===== config.mk =====
export PLATFORM = sky130hd
export DESIGN_NAME = sha256_round_core
export DESIGN_NICKNAME = d
export VERILOG_FILES = /design/src/rtl/sha256_round_core.sv
export SDC_FILE = /design/constraint.sdc
export NUM_CORES = 2
export LEC_CHECK = 0
export BUFFER_PORTS_ARGS = -buffer_cell sky130_fd_sc_hd__buf_2
export CAP_MARGIN = 20
export CORE_ASPECT_RATIO = 0.8
export CORE_MARGIN = 2
export CORE_UTILIZATION = 54
export CTS_CLUSTER_SIZE = 8
export DETAILED_ROUTE_END_ITERATION = 10
export PLACE_DENSITY = 0.75
export SLEW_MARGIN = 20
export SYNTH_ARGS = -nofsm -noshare
export SYNTH_HDL_FRONTEND = slang
export SYNTH_SLANG_ARGS = --single-unit

===== constraint.sdc =====
create_clock -name clk -period 7.6 [get_ports clk]
set_input_delay 1.14 -clock clk [delete_from_list [all_inputs] [get_ports clk]]
set_output_delay 1.14 -clock clk [all_outputs]
set_load 0.01 [all_outputs]

===== src/rtl/sha256_round_core.sv =====
// sha256_round_core: SHA-256 compression rounds over a streamed W schedule; SHA_ZERO_CHECK_EN adds zero_hi
module sha256_round_core #(
  parameter int ROUNDS = 64
) (
  input  logic         clk,
  input  logic         n_rst,
  input  logic         start,
  input  logic [255:0] h_in,
  input  logic         w_valid,
  input  logic [31:0]  w_word,
  output logic         w_ready,
  output logic         busy,
  output logic [6:0]   round,
  output logic         done,
  output logic [255:0] digest
`ifdef SHA_ZERO_CHECK_EN
  ,
  output logic         zero_hi
`endif
);
  typedef enum logic [1:0] {IDLE, ROUND, FINAL, DONE} state_t;
  localparam logic [6:0] LAST = 7'(ROUNDS - 1);
  localparam logic [31:0] K [64] = '{
    32'h428a2f98, 32'h71374491, 32'hb5c0fbcf, 32'he9b5dba5, 32'h3956c25b, 32'h59f111f1, 32'h923f82a4, 32'hab1c5ed5,
    32'hd807aa98, 32'h12835b01, 32'h243185be, 32'h550c7dc3, 32'h72be5d74, 32'h80deb1fe, 32'h9bdc06a7, 32'hc19bf174,
    32'he49b69c1, 32'hefbe4786, 32'h0fc19dc6, 32'h240ca1cc, 32'h2de92c6f, 32'h4a7484aa, 32'h5cb0a9dc, 32'h76f988da,
    32'h983e5152, 32'ha831c66d, 32'hb00327c8, 32'hbf597fc7, 32'hc6e00bf3, 32'hd5a79147, 32'h06ca6351, 32'h14292967,
    32'h27b70a85, 32'h2e1b2138, 32'h4d2c6dfc, 32'h53380d13, 32'h650a7354, 32'h766a0abb, 32'h81c2c92e, 32'h92722c85,
    32'ha2bfe8a1, 32'ha81a664b, 32'hc24b8b70, 32'hc76c51a3, 32'hd192e819, 32'hd6990624, 32'hf40e3585, 32'h106aa070,
    32'h19a4c116, 32'h1e376c08, 32'h2748774c, 32'h34b0bcb5, 32'h391c0cb3, 32'h4ed8aa4a, 32'h5b9cca4f, 32'h682e6ff3,
    32'h748f82ee, 32'h78a5636f, 32'h84c87814, 32'h8cc70208, 32'h90befffa, 32'ha4506ceb, 32'hbef9a3f7, 32'hc67178f2
  };
  state_t state, state_nx;
  logic [31:0] a, b, c, d, e, f, g, h;
  logic [31:0] s0, s1, ch, maj, t1, t2;
  logic [255:0] hs, sum;
  logic beat;
  assign w_ready = state == ROUND;
  assign busy    = state != IDLE;
  assign done    = state == DONE;
  assign beat    = w_ready && w_valid;
  always_comb begin
    s1  = {e[5:0], e[31:6]} ^ {e[10:0], e[31:11]} ^ {e[24:0], e[31:25]};
    s0  = {a[1:0], a[31:2]} ^ {a[12:0], a[31:13]} ^ {a[21:0], a[31:22]};
    ch  = (e & f) ^ (~e & g);
    maj = (a & b) ^ (a & c) ^ (b & c);
    t1  = h + s1 + ch + K[round[5:0]] + w_word;
    t2  = s0 + maj;
    sum = {hs[255:224] + a, hs[223:192] + b, hs[191:160] + c, hs[159:128] + d,
           hs[127:96] + e, hs[95:64] + f, hs[63:32] + g, hs[31:0] + h};
  end
  always_comb begin
    state_nx = state == IDLE  ? (start ? ROUND : IDLE) :
               state == ROUND ? ((beat && round == LAST) ? FINAL : ROUND) :
               state == FINAL ? DONE : IDLE;
  end
  always_ff @(posedge clk)
    state <= !n_rst ? IDLE : state_nx;
  always_ff @(posedge clk)
    if (!n_rst) begin
      {a, b, c, d, e, f, g, h} <= '0;
      hs     <= '0;
      digest <= '0;
      round  <= '0;
`ifdef SHA_ZERO_CHECK_EN
      zero_hi <= 1'b0;
`endif
    end else if (state == IDLE && start) begin
      hs    <= h_in;
      {a, b, c, d, e, f, g, h} <= h_in;
      round <= '0;
    end else if (beat) begin
      {a, b, c, d, e, f, g, h} <= {t1 + t2, a, b, c, d + t1, e, f, g};
      round <= round + 7'd1;
    end else if (state == FINAL) begin
      digest <= sum;
`ifdef SHA_ZERO_CHECK_EN
      zero_hi <= sum[255:224] == 32'h0;
`endif
    end
endmodule

# Word-level counts from Yosys, hierarchy flattened
# Memories as Yosys holds them, arrays and structs flattened.
# Index checks and enable logic that the tools add are counted.
[op_classes] eq_ne=4 addsub=16 bitwise_logic=17 n_mux=23 n_mul=0 n_reduce_logical=8 n_shift=0 n_lt_le_gt_ge=1 n_div=0
[op_table] cell="$mux 32" count=18
[op_table] cell="$add 32x32->32" count=15
[op_table] cell="$xor 32x32->32" count=7
[op_table] cell="$and 32x32->32" count=5
[op_table] cell="$not 32->32" count=1
[op_table] cell="$mux 2" count=4
[op_table] cell="$add 7x1->7 const B" count=1
[op_table] cell="$eq 7x6->1 const B" count=1
[op_table] cell="$ge 7x7->1 const B" count=1
[op_table] cell="$not 6->7" count=1
[op_table] cell="$eq 2x2->1 const B" count=2
[op_table] cell="$reduce_bool 2->1" count=2
[op_table] cell="$logic_and 1x1->1" count=3
[op_table] cell="$not 1->1" count=3
[op_table] cell="$reduce_and 3->1" count=1
[op_table] cell="$eq 2x1->1 const B" count=1
[op_table] cell="$logic_not 2->1" count=1
[op_table] cell="$reduce_or 2->1" count=1
[op_table] cell="$mux 1" count=1
[word_totals] in_bits=292 elab_cells=82 mem_count=1 output_inout_bits=266 ramBits=0 romBits=2048 latchBits=0 register_bits=777
[memory_table] memory="(name not given)" depth=64 word_bits=32 read_ports=1 rd_ports_with_merged_regs=0 write_ports=0 line="47" text="t1 = h + s1 + ch + K[round[5:0]] + w_word;"

# Depth between registers and ports, before layout
[logic_depth] word_depth=9 mapped_depth=37 depth_no_buf=35

# Worst setup path before layout
# No wires, ideal clock.
[synth_timing] kind="reg2reg" from="register round[2]" to="register a[26]" period_less_slack_ns=7.392 setup_time_ns=0.095 arrival_time_ns=7.296 path_slack_ns=0.208 required_ns=7.505 n_path_buf=2 stages_incl_launch_ff=35 cell_sequence="dfxtp_1 inv_1 buf_1 buf_1 ha_1 nor2_1 o21ai_0 nand2_1 o211ai_1 o21ai_0 fa_1 inv_1 ha_1 a21o_1 a21oi_1 nor2b_1 o211ai_1 a31oi_1 o21ai_0 nand2_1 a21oi_1 o21bai_1 xor2_1 fa_1 ha_1 a21o_1 a21o_1 a21o_1 a31oi_1 a21oi_2 a31oi_1 nor2b_1 o21ai_0 mux2_2 a221oi_1"
[synth_between] elab_chain_len=9
[synth_lines] item="start: declaration" line="13" text="output logic [6:0] round,"
[synth_lines] item="start signal: assignment" line="74" text="round <= round + 7'd1;"
[synth_lines] item="$not 6->7 (implied by the code)" line="47"
[synth_lines] item="$mem_v2 64x32"
[synth_lines] item="$mux 32 (implied by the code) (2 in a row)" line="47"
[synth_lines] item="$add 32x32->32 (2 in a row)" line="47"
[synth_lines] item="$add 32x32->32" line="73" text="{a, b, c, d, e, f, g, h} <= {t1 + t2, a, b, c, d + t1, e, f, g};"
[synth_lines] item="$mux 32" line="72" text="end else if (beat) begin"
[synth_lines] item="$mux 32" line="68" text="end else if (state == IDLE && start) begin"
[synth_lines] item="end signal: assignment" line="70" text="{a, b, c, d, e, f, g, h} <= h_in;"
[synth_lines] item="end signal: assignment" line="73"
[synth_lines] item="end: declaration" line="34" text="logic [31:0] a, b, c, d, e, f, g, h;"
# No other way between the ends. The select of a mux whose other input is x is not followed.
# A chain may end at the register's enable or synchronous reset.

# Worst setup path after layout
[layout_timing] from="register round[1]" to="register a[26]"
# The elaborated chain is that of the path after synthesis.

==> run summary <==
=================================================================================
Detailed-route wire length per cell                                       25.4 um
Drt first pass iters                                                            9
Number of buffers created by CTS                                              107
Critical path start-end classification                                 reg -> reg
Layout Nets                                                                  8153
Synthesized net count                                                        7451
DRC violation count after routing                                               0
Number of H-tree levels                                                         3
Global-route wire length before repair                                  315000 um
Share of layout cells above drive strength 1                                16.7%
Post-synth EDFFs                                                                0
Gr ovfl total                                                                   0
Largest fanout on the critical path                                             6
Clock tree skew after final layout                                      0.0591 ns
Largest net degree at the start of global routing                             190
Final Setup Violations                                                          0
Cell area after technology mapping                                      51100 um2
Final worst path period need                                              7.37 ns
Routability congestion estimate                                              1.07
Area of the die                                                         97100 um2
Final worst hold slack                                                   0.444 ns
Number of hold buffers added after cts                                          0
Horiz. Die Dim                                                             348 um
Top area cells in the synthesized netlist                            sky130_fd_sc_hd__dfxtp_1, sky130_fd_sc_hd__nand2_1, sky130_fd_sc_hd__ha_1, sky130_fd_sc_hd__a21oi_1, sky130_fd_sc_hd__fa_1
Filler cells                                                                 8364
Average instance area after synthesis                                    7.68 um2
Effective utilization at floorplan                                          54.7%
Crit path DAT                                                             8.01 ns
Final standard cell utilization of the core                                 64.8%
Clock transition at the registers of the reported paths                   0.06 ns
Prevailing post-synth register cell                                  sky130_fd_sc_hd__dfxtp_1
Fmax                                                                      136 MHz
Nature of the critical path endpoint                                     register
Number of placement rows                                                      100
Slowest Stage Delay on Critical Path                                      0.50 ns
Status                                                               finished clean
Distinct cell type count after synthesis                                       87
Buffer depth of the longest clock path                                          3
Area growth from synthesis to final layout                                  18.5%
Core Box Area                                                           93500 um2
Max-cap violations                                                              0
CTS tree                                                                      yes
RSZ-0062 raised after global routing                                         true
Overall die height                                                         279 um
Number of register bits inferred by synthesis                                 777
Post-detailed-route via-to-cell ratio                                        6.16
Antenna violations before repair                                               10
Hold Crit Class                                                        reg -> reg
Io pins                                                                       558
Overall routing resource usage                                              43.5%
Final hold viol count                                                           0
Slew Limit Headroom                                                         24.0%
Transition time at the pin with the least slew margin                     1.14 ns
Number of slew-limit violations in the final report                             0
HPWL after detailed placement                                           170000 um
Fraction of synthesis flops using an asynchronous set or reset pin             0%
Number of instances in the synthesized netlist                               6654
Final clock period utilization by the worst path                            97.0%
Sum of negative setup slack                                                  0 ns
Share of the synthesized area in the top cell type                          30.4%
Total wire length after detailed routing                                218000 um
Fraction of the yosys area taken by sequential cells                        30.4%
Clock tree sinks                                                              777
Crit start category                                                      register
Count of buffers inserted at the top-level ports                              557
Most common cell type on the critical path                           sky130_fd_sc_hd__buf_4
Via count of the first global-routing pass                                  48100
Number of antenna-violating nets in the routed design                           0
Detailed-route via count                                                    53000
Cell with the biggest individual delay on the critical path          sky130_fd_sc_hd__a21oi_1
Cell type with the highest aggregate area in the netlist             sky130_fd_sc_hd__dfxtp_1
Warnings, synthesis                                                             0
First DRT Iteration DRCs                                                     6942
Root buffer selected by CTS                                          sky130_fd_sc_hd__clkbuf_16
Worst endpoint required time                                              8.23 ns
Clock latency of the later-clocked register in the worst-skew pair        0.73 ns
=================================================================================
## final timing paths
kind / startpoint / end / slack [ns] / cells after the start
hold reg to reg: digest[246]$_SDFFE_PN0P_ / digest[246]$_SDFFE_PN0P_ / 0.44 / 2
setup reg to reg: round[1]$_SDFFE_PP0P_ / a[26]$_SDFFE_PN0P_ / 0.23 / 35
hold / removal: digest[246]$_SDFFE_PN0P_ / digest[246]$_SDFFE_PN0P_ / 0.44 / 2
setup / recovery: round[1]$_SDFFE_PP0P_ / a[26]$_SDFFE_PN0P_ / 0.23 / 35
## registers in the layout, indices dropped and copies added, names as in the netlist
register and cells:
digest 256, hs 256, a 32, b 32, c 32, d 32, e 32, f 32
g 32, h 32, round 7, state 2
## cell usage after synthesis, types with 25 or more instances
cell type / number
sky130_fd_sc_hd__xnor2_1: 249
sky130_fd_sc_hd__or3_1: 25
sky130_fd_sc_hd__nor2b_1: 58
sky130_fd_sc_hd__clkbuf_1: 367
sky130_fd_sc_hd__xor2_1: 170
sky130_fd_sc_hd__nand2b_1: 64
sky130_fd_sc_hd__a31oi_1: 138
sky130_fd_sc_hd__o21bai_1: 42
sky130_fd_sc_hd__nor2_1: 357
sky130_fd_sc_hd__o21ai_0: 371
sky130_fd_sc_hd__fa_1: 133
sky130_fd_sc_hd__ha_1: 372
sky130_fd_sc_hd__o211ai_1: 39
sky130_fd_sc_hd__a21oi_1: 764
sky130_fd_sc_hd__nand2_1: 1502
sky130_fd_sc_hd__nand3_1: 76
sky130_fd_sc_hd__and2_1: 29
sky130_fd_sc_hd__mux2_2: 30
sky130_fd_sc_hd__a311oi_1: 78
sky130_fd_sc_hd__dfxtp_1: 777
sky130_fd_sc_hd__nor3_1: 66
sky130_fd_sc_hd__and3_1: 38
sky130_fd_sc_hd__a21o_1: 144
sky130_fd_sc_hd__a211oi_1: 60
sky130_fd_sc_hd__inv_1: 335
sky130_fd_sc_hd__o21a_1: 30
## routing by layer
layer / part of all wire, % / global-route usage (%) / vias to the layer above
li1: - / - / 24200
met1: 42 / 61.8 / 25200
met2: 40 / 60.9 / 3165
met3: 13 / 14.4 / 455
met4: 4.2 / 15.7 / 10
met5: 0.027 / 0 / -
## placed cells by master, fill, tap and decap left out, types with 17 or more instances in the layout
master                      synthesis  routed
sky130_fd_sc_hd__a21oi_1          764     755
sky130_fd_sc_hd__nand3_1           76      76
sky130_fd_sc_hd__mux2i_1           17      17
sky130_fd_sc_hd__inv_1            335     335
sky130_fd_sc_hd__buf_4              0     409
sky130_fd_sc_hd__or3_1             25      25
sky130_fd_sc_hd__and2_1            29      28
sky130_fd_sc_hd__ha_1             372     370
sky130_fd_sc_hd__maj3_1            23      23
sky130_fd_sc_hd__a211oi_1          60      60
sky130_fd_sc_hd__dfxtp_1          777     772
sky130_fd_sc_hd__buf_2              1     557
sky130_fd_sc_hd__a311oi_1          78      77
sky130_fd_sc_hd__xor2_1           170     167
sky130_fd_sc_hd__and3_1            38      38
sky130_fd_sc_hd__mux2_2            30      30
sky130_fd_sc_hd__nor3_1            66      65
sky130_fd_sc_hd__xnor2_1          249     244
sky130_fd_sc_hd__o31ai_1           20      19
sky130_fd_sc_hd__clkbuf_16          0     108
sky130_fd_sc_hd__nor2b_1           58      57
sky130_fd_sc_hd__a31oi_1          138     135
sky130_fd_sc_hd__a21o_1           144     144
sky130_fd_sc_hd__nor2_1           357     351
sky130_fd_sc_hd__fa_1             133     133
sky130_fd_sc_hd__nand2_1         1502    1499
sky130_fd_sc_hd__o21a_1            30      30
sky130_fd_sc_hd__nand2b_1          64      63
sky130_fd_sc_hd__o211ai_1          39      39
sky130_fd_sc_hd__o21ai_0          371     364
sky130_fd_sc_hd__o21bai_1          42      41
## final cells by class
cell class / instances / area [um2] / area share, %
Inverter: 340 / 1280 / 2.12
Antenna cell: 7 / 17.5 / 0.0289
Sequential cell: 777 / 15600 / 25.7
Timing Repair Buffer: 984 / 6200 / 10.2
Multi-Input combinational cell: 5146 / 33100 / 54.6
Tap cell: 1224 / 1530 / 2.53
Clock buffer: 114 / 2750 / 4.53
Clock inverter: 6 / 135 / 0.223
## per-stage QoR
step / cells / instance area, um2 / worst slack (ns)
global placement: 8468 / 57400 / -0.383
CTS: 8588 / 60300 / 0.00995
floorplan: 6654 / 51100 / 0.208
finish: 8598 / 60600 / 0.227
detailed placement: 8468 / 57400 / -0.465
global route: 8593 / 60600 / -0.0654
## cell families after synthesis
| logic type | Yosys count | share of synthesized area, % |
|---|---|---|
| AO/OA/AOI/OAI | 1871 | 22.4 |
| AND/OR/NAND/NOR | 2272 | 18.5 |
| flip-flops | 777 | 30.4 |
| XOR/XNOR | 420 | 7.22 |
| adder cells (fa/ha/maj) | 528 | 14.8 |
| multiplexers | 55 | 1.35 |
| buffers and inverters | 731 | 5.37 |
## critical path: cells and delay by family (launching register included)
family	cells	cell delay [ns]
flops	1	0.38
fa+ha+maj	6	1.98
mux	1	0.35
xor+xnor	1	0.09
simple gates	3	0.32
buf+inv	8	1.12
compound gates	16	3.02
## timing repair
item | 4_1_cts | 5_1_grt
pin swaps | 0 | 7
buffers inserted | 0 | 3
gates resized for setup | 8 | 51
setup endpoints to repair | 5 | 27
Power is left out: the tool's default activity adds up to more than one toggle a clock period on the data nets, which glitch-free logic cannot reach.
